<file path="src/rtl/vga_pkg.sv">
// Shared VGA timing definitions: 640x480@60 defaults, timing-set struct and total helper.
package vga_pkg;

  localparam int unsigned DefClkDiv  = 2;
  localparam int unsigned DefHActive = 640;
  localparam int unsigned DefHFront  = 16;
  localparam int unsigned DefHSync   = 96;
  localparam int unsigned DefHBack   = 48;
  localparam int unsigned DefVActive = 480;
  localparam int unsigned DefVFront  = 10;
  localparam int unsigned DefVSync   = 2;
  localparam int unsigned DefVBack   = 33;

  typedef struct packed {
    int unsigned active;
    int unsigned front;
    int unsigned sync;
    int unsigned back;
  } timing_t;

  function automatic int unsigned timing_total(timing_t t);
    return t.active + t.front + t.sync + t.back;
  endfunction

endpackage

</file>
<file path="src/rtl/vga_pix_div.sv">
// Pixel-enable strobe generator: one strobe every CLK_DIV system clocks while en is high.
module vga_pix_div #(
  parameter int unsigned CLK_DIV = 2
) (
  input  logic clk,
  input  logic rst_n,
  input  logic en,
  output logic pix_en
);

  localparam int unsigned DivW = (CLK_DIV > 1) ? $clog2(CLK_DIV) : 1;
  localparam logic [DivW-1:0] DivLast = DivW'(CLK_DIV - 1);

  logic [DivW-1:0] div_q, div_d;
  // primed_q delays counting by one clk so pixel (0,0) is shown for a full CLK_DIV period
  logic            primed_q;

  always_comb begin
    div_d = div_q;
    if (en && primed_q) begin
      div_d = (div_q == DivLast) ? '0 : div_q + 1'b1;
    end
  end

  always_ff @(posedge clk or negedge rst_n) begin
    if (!rst_n) begin
      div_q    <= '0;
      primed_q <= 1'b0;
    end else begin
      div_q <= div_d;
      if (en) begin
        primed_q <= 1'b1;
      end
    end
  end

  assign pix_en = en && primed_q && (div_q == DivLast);

endmodule

</file>
<file path="src/rtl/vga_timing_gen.sv">
// VGA raster timing generator: pixel strobe, x/y counters, registered sync/video decode.
module vga_timing_gen
  import vga_pkg::*;
#(
  parameter int unsigned CLK_DIV  = DefClkDiv,
  parameter int unsigned H_ACTIVE = DefHActive,
  parameter int unsigned H_FRONT  = DefHFront,
  parameter int unsigned H_SYNC   = DefHSync,
  parameter int unsigned H_BACK   = DefHBack,
  parameter int unsigned V_ACTIVE = DefVActive,
  parameter int unsigned V_FRONT  = DefVFront,
  parameter int unsigned V_SYNC   = DefVSync,
  parameter int unsigned V_BACK   = DefVBack,
  parameter bit          H_POL    = 1'b0,
  parameter bit          V_POL    = 1'b0,
  parameter int unsigned CNT_W    = 10,
  parameter int unsigned FRM_W    = 8
) (
  input  logic             clk,
  input  logic             rst_n,
  input  logic             en,
  output logic             pix_en,
  output logic             h_sync,
  output logic             v_sync,
  output logic             video_on,
  output logic [CNT_W-1:0] x_loc,
  output logic [CNT_W-1:0] y_loc,
  output logic             line_start,
  output logic             frame_start,
  output logic [FRM_W-1:0] frame_cnt
);

  localparam timing_t HTiming = '{active: H_ACTIVE, front: H_FRONT, sync: H_SYNC, back: H_BACK};
  localparam timing_t VTiming = '{active: V_ACTIVE, front: V_FRONT, sync: V_SYNC, back: V_BACK};
  localparam int unsigned HTotal = timing_total(HTiming);
  localparam int unsigned VTotal = timing_total(VTiming);
  localparam longint unsigned CntRange = 64'd1 << CNT_W;

  if (CLK_DIV < 1 || longint'(HTotal) > CntRange || longint'(VTotal) > CntRange) begin : g_bad_cfg
    $error("vga_timing_gen: CLK_DIV must be >= 1 and H/V totals must fit in CNT_W bits");
  end

  localparam logic [CNT_W-1:0] HLast     = CNT_W'(HTotal - 1);
  localparam logic [CNT_W-1:0] VLast     = CNT_W'(VTotal - 1);
  localparam logic [CNT_W-1:0] HAct      = CNT_W'(H_ACTIVE);
  localparam logic [CNT_W-1:0] VAct      = CNT_W'(V_ACTIVE);
  localparam logic [CNT_W-1:0] HSyncBeg  = CNT_W'(H_ACTIVE + H_FRONT);
  localparam logic [CNT_W-1:0] HSyncEnd  = CNT_W'(H_ACTIVE + H_FRONT + H_SYNC);
  localparam logic [CNT_W-1:0] VSyncBeg  = CNT_W'(V_ACTIVE + V_FRONT);
  localparam logic [CNT_W-1:0] VSyncEnd  = CNT_W'(V_ACTIVE + V_FRONT + V_SYNC);

  logic [CNT_W-1:0] x_q, x_d, y_q, y_d;
  logic [FRM_W-1:0] frm_q, frm_d;
  logic             video_q, video_d;
  logic             hs_q, hs_d, vs_q, vs_d;

  vga_pix_div #(
    .CLK_DIV (CLK_DIV)
  ) u_pix_div (
    .clk    (clk),
    .rst_n  (rst_n),
    .en     (en),
    .pix_en (pix_en)
  );

  always_comb begin
    x_d   = x_q;
    y_d   = y_q;
    frm_d = frm_q;
    if (pix_en) begin
      if (x_q == HLast) begin
        x_d = '0;
        if (y_q == VLast) begin
          y_d   = '0;
          frm_d = frm_q + 1'b1;
        end else begin
          y_d = y_q + 1'b1;
        end
      end else begin
        x_d = x_q + 1'b1;
      end
    end
  end

  // Decode the next position so the registered levels line up with x_loc/y_loc
  always_comb begin
    video_d = (x_d < HAct) && (y_d < VAct);
    hs_d    = ((x_d >= HSyncBeg) && (x_d < HSyncEnd)) ? H_POL : ~H_POL;
    vs_d    = ((y_d >= VSyncBeg) && (y_d < VSyncEnd)) ? V_POL : ~V_POL;
  end

  always_ff @(posedge clk or negedge rst_n) begin
    if (!rst_n) begin
      x_q     <= '0;
      y_q     <= '0;
      frm_q   <= '0;
      video_q <= 1'b0;
      hs_q    <= ~H_POL;
      vs_q    <= ~V_POL;
    end else begin
      x_q   <= x_d;
      y_q   <= y_d;
      frm_q <= frm_d;
      if (en) begin
        video_q <= video_d;
        hs_q    <= hs_d;
        vs_q    <= vs_d;
      end
    end
  end

  assign x_loc       = x_q;
  assign y_loc       = y_q;
  assign frame_cnt   = frm_q;
  assign video_on    = video_q;
  assign h_sync      = hs_q;
  assign v_sync      = vs_q;
  assign line_start  = pix_en && (x_q == '0);
  assign frame_start = line_start && (y_q == '0);

endmodule

</file>
<file path="config.mk">
export PLATFORM = sky130hd
export DESIGN_NAME = vga_timing_gen
export DESIGN_NICKNAME = d
export VERILOG_FILES = /design/src/rtl/vga_pkg.sv /design/src/rtl/vga_pix_div.sv /design/src/rtl/vga_timing_gen.sv
export SDC_FILE = /design/constraint.sdc
export NUM_CORES = 1
export LEC_CHECK = 0
export ABC_AREA = 1
export CORE_MARGIN = 2
export CORE_UTILIZATION = 40
export CTS_CLUSTER_DIAMETER = 150
export CTS_CLUSTER_SIZE = 20
export DETAILED_ROUTE_END_ITERATION = 7
export GPL_TIMING_DRIVEN = 1
export PLACE_DENSITY = 0.66
export SETUP_SLACK_MARGIN = 0.02
export SYNTH_ARGS = -nofsm -noshare
export SYNTH_HDL_FRONTEND = slang
export SYNTH_SLANG_ARGS = --single-unit
export TNS_END_PERCENT = 50
</file>
<file path="constraint.sdc">
create_clock -name clk -period 1.5 [get_ports clk]
set_input_delay 0.15 -clock clk [delete_from_list [all_inputs] [get_ports clk]]
set_output_delay 0.15 -clock clk [all_outputs]
set_load 0.01 [all_outputs]
</file>
==> impl_metrics.tcl <==
set metrics [dict create \
    fin_ws_ns -0.302 \
    finalWeightedCongestion 0.851 \
    synth_xor_area_share_pct 3.36 \
    critical_path_class "reg2reg" \
    power_frac_seq_pct 33.8 \
    worstSetupStartpointType "flop" \
    fin_cells 458 \
    avgSynthCellArea_um2 7.93 \
    hpwl_um 4150 \
    antennaDiodeCount 0 \
    hold_viol 0 \
    synth_nets 271 \
    synth_simple_gate_area_share_pct 38.4 \
    clk_pin_slew_worst_paths_ns 0.07 \
    tritoncts "built" \
    final_max_slew_viol_count 0 \
    final_nets 395 \
    netSwitchingFraction_pct 33.0 \
    synth.area.mux_share_pct 0.540 \
    crit_required_ns 1.68 \
    p_comb_share_pct 38.0 \
    worst_slew_margin_rel_pct 81.4 \
    dp.cells 431 \
    drt_iter0_drc 93 \
    die_x_um 76.2 \
    nFillCells 397 \
    power_switching_mw 1.02 \
    synth_area_leaders "dfrtp_1 37%, nand2_1 10%, inv_1 7.7%, nor2_1 5.2%, nand3_1 4.3%" \
    ctsHtreeMaxLevel 2 \
    ys_seq_elements 33 \
    viasPerCell 4.79 \
    drive_gt1_share_pct 51.0 \
    end_kind "flop" \
    yosys.area.top_type "dfrtp_1" \
    rsz0062_at_grt "yes" \
    ctsLongestPathBuffers 2 \
    synth-edff-count 0 \
    crit_path_top_delay_cell "dfrtp_1" \
    pwr-share-clk_pct 28.3 \
    r2r_slack_ns -0.30 \
    p_per_area_nw_per_um2 860 \
    whs_ns 0.233 \
    cts_buffers 5 \
    synth_adder_area_share_pct 3.00 \
    fin_util_pct 71.0 \
    fin_tns_setup_ns -3.25 \
    finalSetupViolations 22 \
    track_usage_pct 22.4 \
    rr_startpoint "y_loc[1]$_DFF_PN0_" \
    detail-route-antenna-nets 0 \
    period_minus_slack_ns 1.80 \
    yosysWarnings 0 \
    cap_violations 0 \
    seq_area_frac_synth_pct 39.7 \
    crit_arrival_ns 1.98 \
    r2r_cells 11 \
    root_buffer "clkbuf_8" \
    min_path_type "in2async" \
    portBuffers 36 \
    leakage_nw 1.84 \
    grt_antenna_before_repair 0 \
    critPathMostFrequentCell "nand2_1" \
    synth_top_family_by_area "simple AND/OR/NAND/NOR gates" \
    grt_first_pass_wirelength_um 10400 \
    synth_cell_type_count 35 \
    reg2reg_to "video_on$_DFFE_PN0P_" \
    async_flop_share_pct 100 \
    status "complete, but fails checks" \
    overflow 0 \
    area_delta_synth_final_pct 72.7 \
    synthCells 263 \
    grt_max_degree 34 \
    clkLatencyLatePin_ns 0.29 \
    fp.dieH_um 76.2 \
    finalWirelength_um 6350 \
    min_period_over_period_pct 120 \
    core_um2 5070 \
    rows 26 \
    synth_top_flop_cell "dfrtp_1" \
    cp-startpoint "y_loc[1]$_DFF_PN0_" \
    netlist_area_um2 2090 \
    vdd_drop_max_mv 0.678 \
    violations "setup timing" \
    crit_chain "ha_2 > nand2_1 > buf_4 > nor2_2 > nand4_1 > nand2_1 > nand3_2 > nor2_1 > nand2_1 > nand3b_1 > nand2_1" \
    clock_skew_ns 0.00548 \
    drcViolationCount 0 \
    clkSinkCount 33 \
    crit_fanout 4 \
    wl_per_cell_um 13.9 \
    hold_buffers 0 \
    clock.fmax_mhz 555 \
    cpPeakStageDelay_ns 0.43 \
    worst_slew_pin_slew_ns 0.278 \
    p_int_mw 2.07 \
    dr.pass1.iters 4 \
    synth_compound_gate_area_share_pct 4.68 \
    yosysMostFrequentCell "nand2_1" \
    vias 2195 \
    start_util_pct 41.1 \
    io_pins 37 \
    die-area_um2 5810 \
    first_global_vias 2219 \
    synthTopCellsByCount "57 x nand2_1, 43 x inv_1, 31 x dfrtp_1" \
    synth_top_area_share_pct 37.2 \
]
[cell usage in the layout, fill, tap and decap left out, types with 3 or more instances in the layout]
cell,n
clkbuf_8,6
nor2_2,8
buf_6,15
nand2_2,19
nor2_4,10
nand3_2,11
nand2_1,36
buf_4,69
nand2_4,7
nor2_1,20
nand3_1,10
dlygate4sd2_1,14
inv_2,15
inv_1,32
nand4_1,7
o21ai_2,5
xor2_1,6
clkdlybuf4s50_1,14
a21oi_1,3
dlymetal6s2s_1,5
nor3_2,4
o21ai_1,3
o21ai_0,5
dfrtp_1,30
[cell families (layout without fill, tap and decap cells)]
logic type	count (synthesis)	count (layout)
fa+ha+maj	5	5
flops	33	33
simple gates	146	146
compound gates	18	18
buf+inv	52	177
mux	1	1
xor+xnor	8	8
[power groups by stage]
stage	registers (mW)	clock network, mW	logic [mW]
3_3_place_gp	1.05	0	0.948
2_1_floorplan	1.16	0	0.360
3_5_place_dp	1.05	0	0.969
5_1_grt	1.05	0.927	1.28
4_1_cts	1.04	0.896	1.03
6_report	1.05	0.875	1.18
[final cells by class]
| cell class | instances | area (µm²) | share of cell area [%] |
|---|---|---|---|
| Multi-Input combinational cell | 178 | 1340 | 37.1 |
| Timing Repair Buffer | 119 | 1040 | 28.8 |
| Sequential cell | 33 | 830 | 23.0 |
| Inverter | 50 | 196 | 5.45 |
| Tap cell | 70 | 87.6 | 2.43 |
| Clock buffer | 7 | 86.3 | 2.40 |
| Clock inverter | 1 | 30.0 | 0.834 |
[flip-flops by register name (all words and copies together), names as in the netlist]
register	count
v_sync	1
u_pix_div.div_q	1
u_pix_div.primed_q	1
frame_cnt	8
video_on	1
y_loc	10
x_loc	10
h_sync	1
[routing by layer]
| metal | share of wire [%] | global-route usage (%) | wire [µm] | vias up |
|---|---|---|---|---|
| li1 | - | - | - | 1078 |
| met1 | 42 | 28.1 | 2640 | 1031 |
| met2 | 51 | 37.3 | 3230 | 63 |
| met3 | 3.7 | 4.15 | 235 | 23 |
| met4 | 3.8 | 10.4 | 244 | 0 |
| met5 | 0 | 0 | 0 | - |
[metrics by stage]
step	cell area, µm²	total power, mW	setup WS [ns]
2_1_floorplan	2110	1.52	-0.136
3_3_place_gp	3030	2.00	-0.526
3_5_place_dp	3030	2.02	-0.539
4_1_cts	3460	2.97	-0.264
5_1_grt	3600	3.26	-0.384
6_report	3600	3.10	-0.302
[worst max-delay path, delay by kind of cell (launching register included)]
family        cells  cell delay, ns
flops             1            0.43
fa+ha+maj         1            0.21
simple gates      9            0.89
buf+inv           1            0.16
[how the worst max path moves through the flow]
| stage | slack, ns | cells past startpoint | to |
|---|---|---|---|
| 6_report | -0.30 | 11 | video_on$_DFFE_PN0P_ |
| 5_1_grt | -0.38 | 11 | video_on$_DFFE_PN0P_ |
| 4_1_cts | -0.26 | 7 | frame_start |
| 3_5_place_dp | -0.54 | 7 | frame_start |
| 3_3_place_gp | -0.53 | 7 | frame_start |
| 2_1_floorplan | -0.14 | 9 | frame_cnt[6]$_DFFE_PN0P_ |
[timing repair]
| action | in CTS | in global routing |
|---|---|---|
| gates resized for setup | 88 | 37 |
| endpoints found under the setup margin | 38 | 37 |
| setup buffers | 18 | 6 |
| pin swaps | 39 | 29 |
| hold endpoints to repair | 0 | 0 |
(Power assumes the default switching activity.)
